--- config.mk ---
export PLATFORM = sky130hd
export DESIGN_NAME = regdata_sel_pipe
export DESIGN_NICKNAME = d
export VERILOG_FILES = /design/src/rtl/regdata_sel_pipe.sv
export SDC_FILE = /design/constraint.sdc
export NUM_CORES = 1
export LEC_CHECK = 0
export CORE_AREA = 2 2 91 93
export CTS_CLUSTER_SIZE = 24
export DETAILED_ROUTE_END_ITERATION = 7
export DIE_AREA = 0 0 93 95
export MAX_ROUTING_LAYER = met4
export PLACE_DENSITY = 0.77
export SYNTH_ARGS = -nofsm -noshare
export SYNTH_HDL_FRONTEND = slang
export SYNTH_SLANG_ARGS = --single-unit
--- constraint.sdc ---
create_clock -name clk -period 2.01 [get_ports clk]
set_clock_uncertainty 0.05 [all_clocks]
set_input_delay 0.603 -clock clk [delete_from_list [all_inputs] [get_ports clk]]
set_output_delay 0.603 -clock clk [all_outputs]
set_load 0.005 [all_outputs]
--- src/rtl/regdata_sel_pipe.sv ---
// rtl/regdata_sel_pipe.sv - write-back data selector fused with the MEM/WB register chain
//
// Purpose:
//   Picks one of NSRC candidate results using a binary select. Tags the result
//   with a destination register and a write enable. Carries it through DEPTH
//   register stages to the GRF write port. Supports stall (hold all stages),
//   flush (empty all stages), and a sticky out-of-range select flag.
//
// Optional feature macro: WB_ZERO_GUARD_EN
//   When defined, a write to register $0 is dropped at capture time.
//
// Ports:
//   clk       in   1            rising-edge clock
//   reset     in   1            synchronous, active-low reset
//   src_data  in   NSRC*WIDTH   packed sources; source i at [i*WIDTH +: WIDTH]
//   sel       in   SELW         binary source index
//   a3        in   5            destination register
//   we        in   1            register write request
//   valid_in  in   1            input slot carries a real instruction
//   stall     in   1            hold every stage
//   flush     in   1            kill every stage (wins over stall)
//   wb_data   out  WIDTH        last-stage data
//   wb_a3     out  5            last-stage destination
//   wb_we     out  1            last-stage valid & we
//   valid_out out  1            last stage holds a real instruction
//   sel_err   out  1            sticky: out-of-range select was accepted
module regdata_sel_pipe #(
  parameter int               WIDTH    = 32,
  parameter int               NSRC     = 4,
  parameter int               DEPTH    = 1,
  parameter logic [WIDTH-1:0] ERR_FILL = '1,
  localparam int              SELW     = (NSRC > 1) ? $clog2(NSRC) : 1
) (
  input  logic                  clk,
  input  logic                  reset,
  input  logic [NSRC*WIDTH-1:0] src_data,
  input  logic [SELW-1:0]       sel,
  input  logic [4:0]            a3,
  input  logic                  we,
  input  logic                  valid_in,
  input  logic                  stall,
  input  logic                  flush,
  output logic [WIDTH-1:0]      wb_data,
  output logic [4:0]            wb_a3,
  output logic                  wb_we,
  output logic                  valid_out,
  output logic                  sel_err
);

  logic [DEPTH-1:0] r_valid;
  logic [DEPTH-1:0] r_we;
  logic [WIDTH-1:0] r_data [DEPTH];
  logic [4:0]       r_a3   [DEPTH];
  logic             r_sel_err;

  logic [31:0]      w_sel_idx;
  logic             w_sel_ok;
  logic [WIDTH-1:0] w_sel_data;
  logic             w_we_in;

  // Widen the select so the range test also works when NSRC is not a power of two.
  assign w_sel_idx = 32'(sel);
  assign w_sel_ok  = (w_sel_idx < 32'(NSRC));

  always_comb begin
    w_sel_data = ERR_FILL;
    for (int i = 0; i < NSRC; i++) begin
      if (w_sel_idx == 32'(i)) begin
        w_sel_data = src_data[i*WIDTH +: WIDTH];
      end
    end
  end

`ifdef WB_ZERO_GUARD_EN
  assign w_we_in = we & (a3 != 5'd0);
`else
  assign w_we_in = we;
`endif

  always_ff @(posedge clk) begin
    if (!reset) begin
      r_valid   <= '0;
      r_we      <= '0;
      r_sel_err <= 1'b0;
      for (int k = 0; k < DEPTH; k++) begin
        r_data[k] <= '0;
        r_a3[k]   <= '0;
      end
    end else if (flush) begin
      // Data and a3 are cleared as well, so a bubble never shows stale values.
      r_valid <= '0;
      r_we    <= '0;
      for (int k = 0; k < DEPTH; k++) begin
        r_data[k] <= '0;
        r_a3[k]   <= '0;
      end
    end else if (!stall) begin
      for (int k = DEPTH - 1; k > 0; k--) begin
        r_valid[k] <= r_valid[k-1];
        r_we[k]    <= r_we[k-1];
        r_data[k]  <= r_data[k-1];
        r_a3[k]    <= r_a3[k-1];
      end
      r_valid[0] <= valid_in;
      r_we[0]    <= w_we_in;
      r_data[0]  <= w_sel_data;
      r_a3[0]    <= a3;
      if (valid_in && !w_sel_ok) begin
        r_sel_err <= 1'b1;
      end
    end
  end

  assign wb_data   = r_data[DEPTH-1];
  assign wb_a3     = r_a3[DEPTH-1];
  assign wb_we     = r_valid[DEPTH-1] & r_we[DEPTH-1];
  assign valid_out = r_valid[DEPTH-1];
  assign sel_err   = r_sel_err;

endmodule

==> summary.txt, run 1 <==
Inserted Clock Buffers - 5
Fmax - 513 MHz
# rows - 33
Post-Route Utilization - 56.6%
Grt met3 use - 4.71%
CP max FO - 3
Initial Util - 30.0%
Unrepaired setup endpoints after global routing - no
Max VDD drop - 0.000276 V
Vias - 2,133
Hold_buf cts - 0
Hold Fails Final Rpt - 0
DIE WIDTH - 93 um
Via density - 4.69
Met1 Use GR - 16.7%
Clock transition at path regs - 0.08 ns
Die footprint - 8840 um^2
Postcts setup bufs - 0
CP Launch Type - flip-flop
Resized cells post-CTS - 6
Routed len/inst - 15.1 um
CTS Sinks - 39
Most Crowded Layer GR - met2
Syn nets - 306
Largest net degree at the start of global routing - 29
Final hold slack - 0.445 ns
DP HPWL - 5520 um
Post-route worst setup slack - 0.0612 ns
Routed Antenna Nets - 0
Final min period - 1.95 ns
Sequential share of the synthesized area - 48.5%
CP Class - reg2out
P&R area growth vs syn - 89.0%
Worst min-delay path category - reg2reg
Distinct cells, synth - 17
Chip height - 95 um
Fin crit share - 97.0%
Antenna violations before repair - 0
Final GP Congestion - 0.699
Core Box Area - 7930 um^2
Synthesis Warnings - 0
Cell Pwr Density - 466 nW/um^2
CTS tree - built
Most frequent cells in the layout - 178 x clkdlybuf4s50_1, 64 x mux2i_1, 37 x edfxtp_1
Inserted Diodes - 0
Mean Syn Cell Area - 14.4 um^2
Post-Syn Instances - 165
CTS max path bufs - 2
Pre-CTS setup slack - -0.368 ns
GR Overflow Total - 0
Status - complete, no violations
Largest area contributor in the netlist - edfxtp_1
I/O pin count - 181
Global-route met2 utilization - 28.8%
Critical Path RT - 1.36 ns
Max cap viols - 0
Initial drt markers - 61
Synth area leaders - edfxtp_1 47%, mux2i_1 27%, o22ai_2 15%, buf_2 2.3%, dfxtp_1 1.7%
H-tree Lvls - 2
Pleak - 1.80 nW
Final slew viol count - 0
CP Capture Type - primary output
First-pass GRT wire length - 10,400 um
Routed wire length - 6880 um
Yosys reg bits - 39
Post-synth top area share - 46.8%
Worst EP arrival - 1.30 ns
Area of the mapped netlist - 2370 um^2
GRT Util Overall - 15.8%
DRC Markers - 0
Vias in the first global route - 2,193
Layout cells sized above 1 - 15.7%
Pwr Total - 2.09 mW
DRT Pass-1 Iters - 4
Root buffer cell - clkbuf_8
Setup violators final - 0
# nets final - 490
Clk Latency, worst-skew pair - 0.29 ns
Leading cell type in the layout, fill and taps excluded - clkdlybuf4s50_1
PortBufs - 179
==> report_power, final <==
group / switching (mW) / leakage, nW / total (mW) / internal, mW
combinational: 0.187 / 1.31 / 0.621 / 0.435
sequential: 0.0141 / 0.441 / 0.956 / 0.942
clock: 0.276 / 0.0477 / 0.513 / 0.238
==> synth_stat cells <==
| master | number |
|---|---|
| o22ai_2 | 29 |
| edfxtp_1 | 37 |
| buf_6 | 3 |
| a22o_1 | 2 |
| conb_1 | 1 |
| and3b_2 | 1 |
| and2_1 | 6 |
| nand4bb_1 | 1 |
| nor3b_1 | 1 |
| mux2i_1 | 64 |
| buf_2 | 11 |
| o22ai_1 | 3 |
| buf_4 | 1 |
| inv_1 | 1 |
| clkbuf_1 | 1 |
| or4b_1 | 1 |
| dfxtp_1 | 2 |
==> flip-flops by register name (all words and copies together), names as in the netlist <==
signal     cells
valid_out      1
r_a3           5
r_data        32
r_we           1
==> metal layers <==
layer | vias to the layer above | routed length [um]
met4 | 0 | 76
li1 | 1024 | -
met2 | 104 | 3740
met1 | 997 | 2540
met3 | 8 | 526
met5 | - | 0
==> worst max-delay path: stages (launching register included) <==
cell and delay, ns:
dfxtp_1 0.36, and2_1 0.14, clkdlybuf4s50_1 0.50
==> final cells by class <==
type / instances / area [um^2]
Sequential cell: 39 / 1150
Clock buffer: 5 / 68.8
Tap cell: 105 / 131
Timing Repair Buffer: 193 / 1990
Multi-Input combinational cell: 109 / 1130
Clock inverter: 3 / 15.0
Inverter: 1 / 3.75
Fill cell: 689 / 3440
==> worst paths after layout <==
| check | slack [ns] | endpoint | from | cells after the start |
|---|---|---|---|---|
| worst min-delay path | 0.44 | r_we | r_we | 1 |
| worst min register to register | 0.44 | r_we | r_we | 1 |
| worst max register to register | 1.33 | valid_out | valid_out | 1 |
| worst max-delay path | 0.06 | wb_we | valid_out | 2 |
==> metrics by stage <==
stage / cells / cell area (um^2) / TNS (ns)
global placement: 447 / 4380 / -12.36
global route: 455 / 4490 / 0
CTS: 455 / 4490 / 0
detailed placement: 447 / 4380 / -13.64
floorplan: 165 / 2370 / 0
finish: 455 / 4490 / 0
==> logic make-up after synthesis <==
group,count (synthesis),share of synthesized area (%)
and+or+nand+nor,10,3.21
DFF,39,48.5
other,1,0.158
muxes,64,27.0
buffers and inverters,17,4.37
AOI/OAI and AO/OA,34,16.8
Note: power is estimated with default switching activity, not from simulation.
==> run 2: changes to the inputs <==
RECOVER_POWER = 100   (was default)
==> run 2 against run 1 <==
Against the previous run: critical path depth decreased by 1; sequential power about the same; final cell count unchanged; wire length increased by 0.10%; worst hold slack improved by 0.0065 ns; power decreased by 2.5%; first-iteration DRC count decreased by 4.9%; via count increased by 1.2%; die area unchanged; utilization decreased by 2.6 points; highest routed layer unchanged; critical path type unchanged; critical endpoint is now wb_data[10]; cell area decreased by 4.7%; combinational power decreased by 8.7%.
==> summary.txt, run 2 (synthesis gave the netlist of run 1 again) <==
Status - complete, no violations
Max cap viols - 0 (unchanged)
Die footprint - 8840 um^2 (unchanged)
Critical Path RT - 1.36 ns (about the same)
Routed wire length - 6890 um (+0.10%)
Final slew viol count - 0 (unchanged)
CP delay by family, top - buffers and inverters
Core Box Area - 7930 um^2 (unchanged)
Largest register FFs - 32 (unchanged)
Fin crit share - 97.5% (+0.58 points)
Fmax - 510 MHz (-0.59%)
Layout cells sized above 1 - 7.71% (-8.0 points)
Inserted Clock Buffers - 5 (unchanged)
Post-Route Utilization - 54.0% (-2.6 points)
CP cell instances - dlygate4sd3_1
Initial drt markers - 58 (-4.9%)
H-tree Lvls - 2 (unchanged)
Most frequent cells in the layout - 140 x clkdlybuf4s50_1, 64 x mux2i_1, 38 x dlygate4sd3_1
DP HPWL - 5520 um (unchanged)
P&R area growth vs syn - 80.2%
Power Internal - 1.58 mW (-2.4%)
Pre-CTS setup slack - -0.368 ns (unchanged)
DRC Markers - 0 (unchanged)
Initial Util - 30.0% (unchanged)
CP bufs+invs - 1 (unchanged)
DIE WIDTH - 93 um (unchanged)
Hold Fails Final Rpt - 0 (unchanged)
Slowest CP cell - dlygate4sd3_1
Delay of the slowest critical-path stage - 0.60 ns (+0.10 ns)
Routed len/inst - 15.1 um (+0.10%)
Largest net degree at the start of global routing - 29 (unchanged)
Sequential share of power - 46.8% (+1.1 points)
GRT Util Overall - 15.8% (unchanged)
CTS tree - built
Vias in the first global route - 2,193 (unchanged)
Leading cell type in the layout, fill and taps excluded - clkdlybuf4s50_1
Pleak - 1.82 nW (+1.1%)
Hold_buf cts - 0 (unchanged)
Chip height - 95 um (unchanged)
CP max FO - 1 (-2)
Routed Antenna Nets - 0 (unchanged)
CP Launch Type - flip-flop
Area after DPL - 4380 um^2 (unchanged)
CTS max path bufs - 2 (unchanged)
Worst min-delay path category - reg2reg
Clock transition at path regs - 0.08 ns (about the same)
I/O pin count - 181 (unchanged)
Final min period - 1.96 ns (+0.0116 ns)
Max VDD drop - 0.000274 V (-0.91%)
Cell Pwr Density - 476 nW/um^2 (+2.2%)
CTS Sinks - 39 (unchanged)
Worst EP arrival - 1.31 ns (about the same)
Final GP Congestion - 0.699 (unchanged)
Reg with most FFs - r_data
# rows - 33 (unchanged)
Vias - 2,158 (+1.2%)
Biggest regs - r_data (32), r_a3 (5)
Comb power frac - 27.8% (-1.9 points)
Unrepaired setup endpoints after global routing - no
Final hold slack - 0.451 ns (+0.00646 ns)
Root buffer cell - clkbuf_8
GR Overflow Total - 0 (unchanged)
Post-route worst setup slack - 0.0496 ns (-0.0116 ns)
Post-Layout Cell Count - 455 (unchanged)
CP Class - reg2out
CP Capture Type - primary output
# nets final - 490 (unchanged)
Switching share of power - 22.6% (-0.14 points)
DRT Pass-1 Iters - 4 (unchanged)
Antenna violations before repair - 0 (unchanged)
Setup violators final - 0 (unchanged)
PortBufs - 179 (unchanged)
Clock share of power - 25.4% (+0.8 points)
Placed Cells incl. Taps - 447 (unchanged)
Clk Latency, worst-skew pair - 0.29 ns (about the same)
Inserted Diodes - 0 (unchanged)
Psw - 461 uW (-3.1%)
Via density - 4.74 (+1.2%)
Design area - 4280 um^2 (-4.7%)
First-pass GRT wire length - 10,400 um (unchanged)
-- run 2: cell types whose count changed in the layout (fill, tap and decap cells not counted) --
cell / delta
and2_0: +3
and2_1: -3
buf_12: -3
buf_4: -2
buf_6: +1
buf_8: -1
clkbuf_1: +3
clkbuf_4: +2
clkdlybuf4s50_1: -38
dlygate4sd3_1: +38
o22ai_1: +25
o22ai_2: -25
-- run 2: area by class of cell --
type,instances,area (um^2)
clock buffers,5,68.8
clock inverters,3,15.0
fillers,716,3650
inverters,1,3.75
multi-input cells,109,972
flip-flops and latches,39,1150
well taps,105,131
repair buffers,193,1940
-- run 2: metal layers --
metal / share of wire [%] / GRT usage (%)
met1: 37 / 16.7
met2: 54 / 28.8
met3: 7.5 / 4.71
met4: 1.5 / 4.41
met5: 0 / -
-- run 2: stage by stage --
stage               TNS [ns]  total power, mW
finish                     0             2.04
global route               0             2.14
CTS                        0             2.12
detailed placement    -13.64             1.60
global placement      -12.36             1.59
floorplan                  0             1.17
-- run 2: repair_timing --
item / 4_1_cts / 5_1_grt
endpoints found under the setup margin: 32 / 0
gates resized for setup: 6 / 0
hold endpoints to repair: 0 / 0
setup buffers: 0 / 0
-- run 2: power by group through the flow --
| stage | registers, mW | clock network, mW | logic, mW |
|---|---|---|---|
| 5_1_grt | 0.959 | 0.571 | 0.609 |
| 3_3_place_gp | 0.973 | 0 | 0.616 |
| 6_report | 0.954 | 0.518 | 0.567 |
| 2_1_floorplan | 0.983 | 0 | 0.185 |
| 3_5_place_dp | 0.975 | 0 | 0.625 |
| 4_1_cts | 0.957 | 0.536 | 0.630 |
-- run 2: final timing paths --
kind | endpoint | from | slack, ns | depth (start not counted)
setup reg to reg | valid_out | valid_out | 1.33 | 1
setup / recovery | wb_data[10] | r_data[0][10] | 0.05 | 1
hold / removal | r_we | r_we | 0.45 | 1
hold reg to reg | r_we | r_we | 0.45 | 1
==> patch 1 (config.mk and constraints of run 1) <==
The parameter `WIDTH` goes from 32 to 16.
--- a/src/rtl/regdata_sel_pipe.sv
+++ b/src/rtl/regdata_sel_pipe.sv
@@ -27,3 +27,3 @@
 module regdata_sel_pipe #(
-  parameter int               WIDTH    = 32,
+  parameter int               WIDTH    = 16,
   parameter int               NSRC     = 4,
Interface: changed (resized src_data and wb_data); port bits go from 181 to 101. The function was not compared with the original's and may differ.
==> patch 1 against run 1 <==
  * Register-to-register slack about the same
  * Area after synthesis down 44%
  * Wire length down 44%
  * Power down 43%
  * Global-route usage down 7.1 points
  * Worst setup slack better by 0.035 ns
  * Design area down 43%
  * Sequential cell count down 16
  * Critical path type unchanged
  * Critical endpoint unchanged
  * Largest cell class unchanged
  * Highest routed layer unchanged
==> patch 1: results (changes against run 1) <==
Distinct cells, synth 18 (+1); vias in the first global route 1174 (-46%); largest net degree at the start of global routing 23 (-21%); top flop regs r_data (16), r_a3 (5); Antenna diodes 0 (unchanged); CP Max Fanout 3 (unchanged); most frequent cells after synthesis mux2i_1 (32), edfxtp_1 (21), o22ai_2 (10); Post-CTS Resized 0 (-6); leak pwr 1.01 nW (-44%); FFs w/ async S/R, synth 0 (unchanged); initial antenna violation count 0 (unchanged); input/output buffers 99 (-45%); status finished, final reports clean; share of post-route cells with drive strength above 1 0.136 (-0.0215); max reg flops 16 (-50%); Post-synth EDFFs 21 (-43%); Iter 0 DRT Violations 24 (-61%); Synth Net Count 171 (-44%); Overall Global Routing Usage 0.0876 (-0.0707); global-route wire length before repair 5780 µm (-45%); HP Class reg -> reg; fillers 804 (+17%); post-CTS setup repair buffer count 0 (unchanged); Max stage delay on crit path 0.50 ns (about the same); Synth area leaders edfxtp_1 (48%), mux2i_1 (24%), o22ai_2 (9.5%); hpwl dp 3220 µm (-42%); sequential area share after synthesis 0.507 (+0.0224); H-Tree Depth 1 (-1); Pre-Repair DR Iteration Count 3 (-1); Routed Wire Length 3880 µm (-44%); gpl congestion 0.750 (+7.2%); Peak VDD IR 0.168 mV (-39%); Nets 277 (-43%); WP data arrival 1.26 ns (-0.04 ns); CTS Buf Count 3 (-2); vias per inst 3.88 (-17%); worst skew pair latency 0.27 ns (-0.02 ns); R2R cell count 1 (unchanged)
## patch 1: kinds of logic (layout without fill, tap and decap cells)
logic type / Yosys count / count (layout) / share of synthesized area
other: 1 / 1 / 0.00284
multiplexers: 32 / 32 / 0.242
AO/OA/AOI/OAI: 18 / 18 / 0.136
flip-flops: 23 / 23 / 0.507
AND/OR/NAND/NOR: 10 / 10 / 0.0577
buffers and inverters: 10 / 115 / 0.0539
## patch 1: area by class of cell
cell class              instances  area (µm²)  share of cell area
inverters                       1        3.75             0.00146
clock inverters                 1        5.00             0.00195
clock buffers                   3        41.3              0.0161
flip-flops and latches         23         671               0.262
multi-input cells              61         581               0.226
well taps                     105         131              0.0512
repair buffers                110        1130               0.441
## patch 1: where the power goes
| part | internal [W] | switching [W] | leakage [nW] |
|---|---|---|---|
| clock network | 0.000138 | 0.000157 | 0.0255 |
| logic | 0.000238 | 0.0000977 | 0.729 |
| registers | 0.000552 | 0.00000786 | 0.258 |
| total | 0.000928 | 0.000262 | 1.01 |
## patch 1: worst paths after layout
kind / from / endpoint / slack, ns
setup / recovery: valid_out / wb_we / 0.1
hold / removal: r_we / r_we / 0.45
hold reg to reg: r_we / r_we / 0.45
setup reg to reg: valid_out / valid_out / 1.33
## patch 1: stage by stage
step | instance area [µm²] | util | cells | setup slack, ns
final | 2560 | 0.323 | 304 | 0.0959
after global routing | 2560 | 0.323 | 304 | 0.0397
after CTS | 2560 | 0.323 | 304 | 0.0732
after detailed placement | 2520 | 0.318 | 300 | -0.128
after global placement | 2520 | 0.318 | 300 | -0.105
after floorplan | 1320 | - | 94 | 0.333
## patch 1: routing by layer
metal / vias up / share of wire / global-route usage
met5: - / 0 / -
met4: 0 / 0.032 / 0.0527
met3: 8 / 0.066 / 0.0112
met2: 52 / 0.52 / 0.152
met1: 538 / 0.38 / 0.0964
li1: 582 / - / -
==> patch 2 (settings of run 1) <==
Without the edit above. Reset style: asynchronous (`reset`), changed in one clocked block. Comments in the files are not updated.
--- a/src/rtl/regdata_sel_pipe.sv
+++ b/src/rtl/regdata_sel_pipe.sv
@@ -79,3 +79,3 @@
 
-  always_ff @(posedge clk) begin
+  always_ff @(posedge clk or negedge reset) begin
     if (!reset) begin
Function: differs if reset is asserted again (counterexample within 4 cycles, from zero or initial values and one cycle with reset low); with reset held inactive, the same outputs for 10 cycles.
==> patch 2 against run 1 <==
  * Power rose by 0.46%
  * Design area increased by 1.8%
  * Clock power is 0.8% higher
  * Sequential cell count unchanged
  * Wire length rose by 16%
  * Cell count grew 7.5%
  * Synthesized cell count grew 27%
  * Area after synthesis rose by 8.9%
  * Non-clock buffer count is 2 lower
  * Worst setup slack gained 0.025 ns
  * Highest routed layer unchanged
  * Maximum frequency rose by 1.3%
  * Utilization up 1.0 points
==> patch 2: results (changes against run 1) <==
FFs w/ async S/R, synth 1.00 (+1.00); global-route wire length before repair 12200 µm (+17%); share of post-route cells with drive strength above 1 0.143 (-0.0139); CTS max path bufs 2 (unchanged); largest net degree at the start of global routing 40 (+38%); R2R Setup Slk 1.23 ns (-0.10 ns); hpwl dp 6270 µm (+14%); M3 GR Usage 0.0375 (-0.00958); Peak VDD IR 0.314 mV (+14%); post-synthesis cell count 210 (+27%); Distinct cells, synth 15 (-2); WP data arrival 1.27 ns (-0.03 ns); Synth area leaders dfrtp_1 (38%), mux2i_1 (27%), o221ai_2 (17%); fillers 699 (+1.5%); DR vias 2372 (+11%); r2r endpoint wb_data[28]; Overall Global Routing Usage 0.180 (+0.0215); status finished, final reports clean; Crit path max-delay family buffers and inverters; vias per inst 4.85 (+3.5%); Antenna diodes 0 (unchanged); GR Layer Usage met1 0.217 (+0.0505); HP Class in -> async; Nets 524 (+6.9%); area fraction of the dominant cell type after synthesis 0.377 (-0.0905); Max stage delay on crit path 0.44 ns (-0.06 ns); Synth Net Count 351 (+15%); gpl congestion 0.707 (+1.1%); Routed Wire Length 7970 µm (+16%); Iter 0 DRT Violations 48 (-21%); Post-CTS Resized 0 (-6); placed cells 481 (+7.6%); critical path startpoint valid_out; Synth Area in Adders 0 (unchanged); most frequent cells after synthesis mux2i_1 (71), dfrtp_1 (39), nand3b_1 (32); DP Area 4490 µm² (+2.4%); Crit-path slowest cell clkdlybuf4s50_1; Psw 0.000554 W (+16%); leak pwr 1.91 nW (+6.2%); mux cell area share after synthesis 0.275 (+0.00504); R2R cell count 2 (+1); r2r startpoint wb_data[28]; sequential area share after synthesis 0.377 (-0.107); worst hold margin 0.214 ns (-0.230 ns); met2 global-route usage 0.312 (+0.0242); complex-gate fraction of the synthesized area 0.181 (+0.0129)
==> patch 2: cell count changes after synthesis, moves of 29 or more <==
cell / delta
dfrtp_1: +39
o22ai_2: -29
edfxtp_1: -37
o221ai_2: +30
nand3b_1: +32
==> patch 2: through the flow <==
step                utilization  total power (W)  TNS (ns)  setup WS, ns
finish                    0.576          0.00210         0        0.0862
global placement          0.566          0.00160     -2.93        -0.119
global route              0.576          0.00222         0        0.0270
CTS                       0.576          0.00213         0        0.0706
floorplan                     -          0.00115         0         0.370
detailed placement        0.566          0.00161     -3.92        -0.157
==> patch 2: cell families (layout without fill, tap and decap cells) <==
logic type,count (synthesis),after routing
simple gates,42,42
compound gates,32,32
other cells,1,1
mux,71,71
flops,39,39
buf+inv,25,199
==> patch 2: worst min-delay path by stage <==
stage	from	cells past startpoint	endpoint
floorplan	reset	0	r_we
global placement	r_we	2	r_we
detailed placement	wb_data[30]	2	wb_data[30]
CTS	reset	1	wb_a3[4]
global route	reset	1	wb_a3[4]
finish	reset	1	wb_a3[4]
==> patch 2: final cells by class <==
cell class | count | area share
clock buffer | 5 | 0.0151
clock inverter | 3 | 0.00329
multi-input combinational | 146 | 0.322
sequential | 39 | 0.214
tap | 105 | 0.0288
timing repair buffer | 191 | 0.417
==> patch 2: layer usage <==
metal | part of all wire | vias up
met5 | 0 | -
met4 | 0.0059 | 0
met3 | 0.067 | 5
met2 | 0.51 | 97
met1 | 0.42 | 1112
li1 | - | 1158
==> patch 2: power groups by stage <==
| stage | Combinational (W) | Sequential [W] | Clock, W |
|---|---|---|---|
| floorplan | 0.000257 | 0.000889 | 0 |
| global placement | 0.000712 | 0.000888 | 0 |
| detailed placement | 0.000722 | 0.000887 | 0 |
| CTS | 0.000723 | 0.000874 | 0.000535 |
| global route | 0.000763 | 0.000880 | 0.000574 |
| finish | 0.000710 | 0.000873 | 0.000517 |
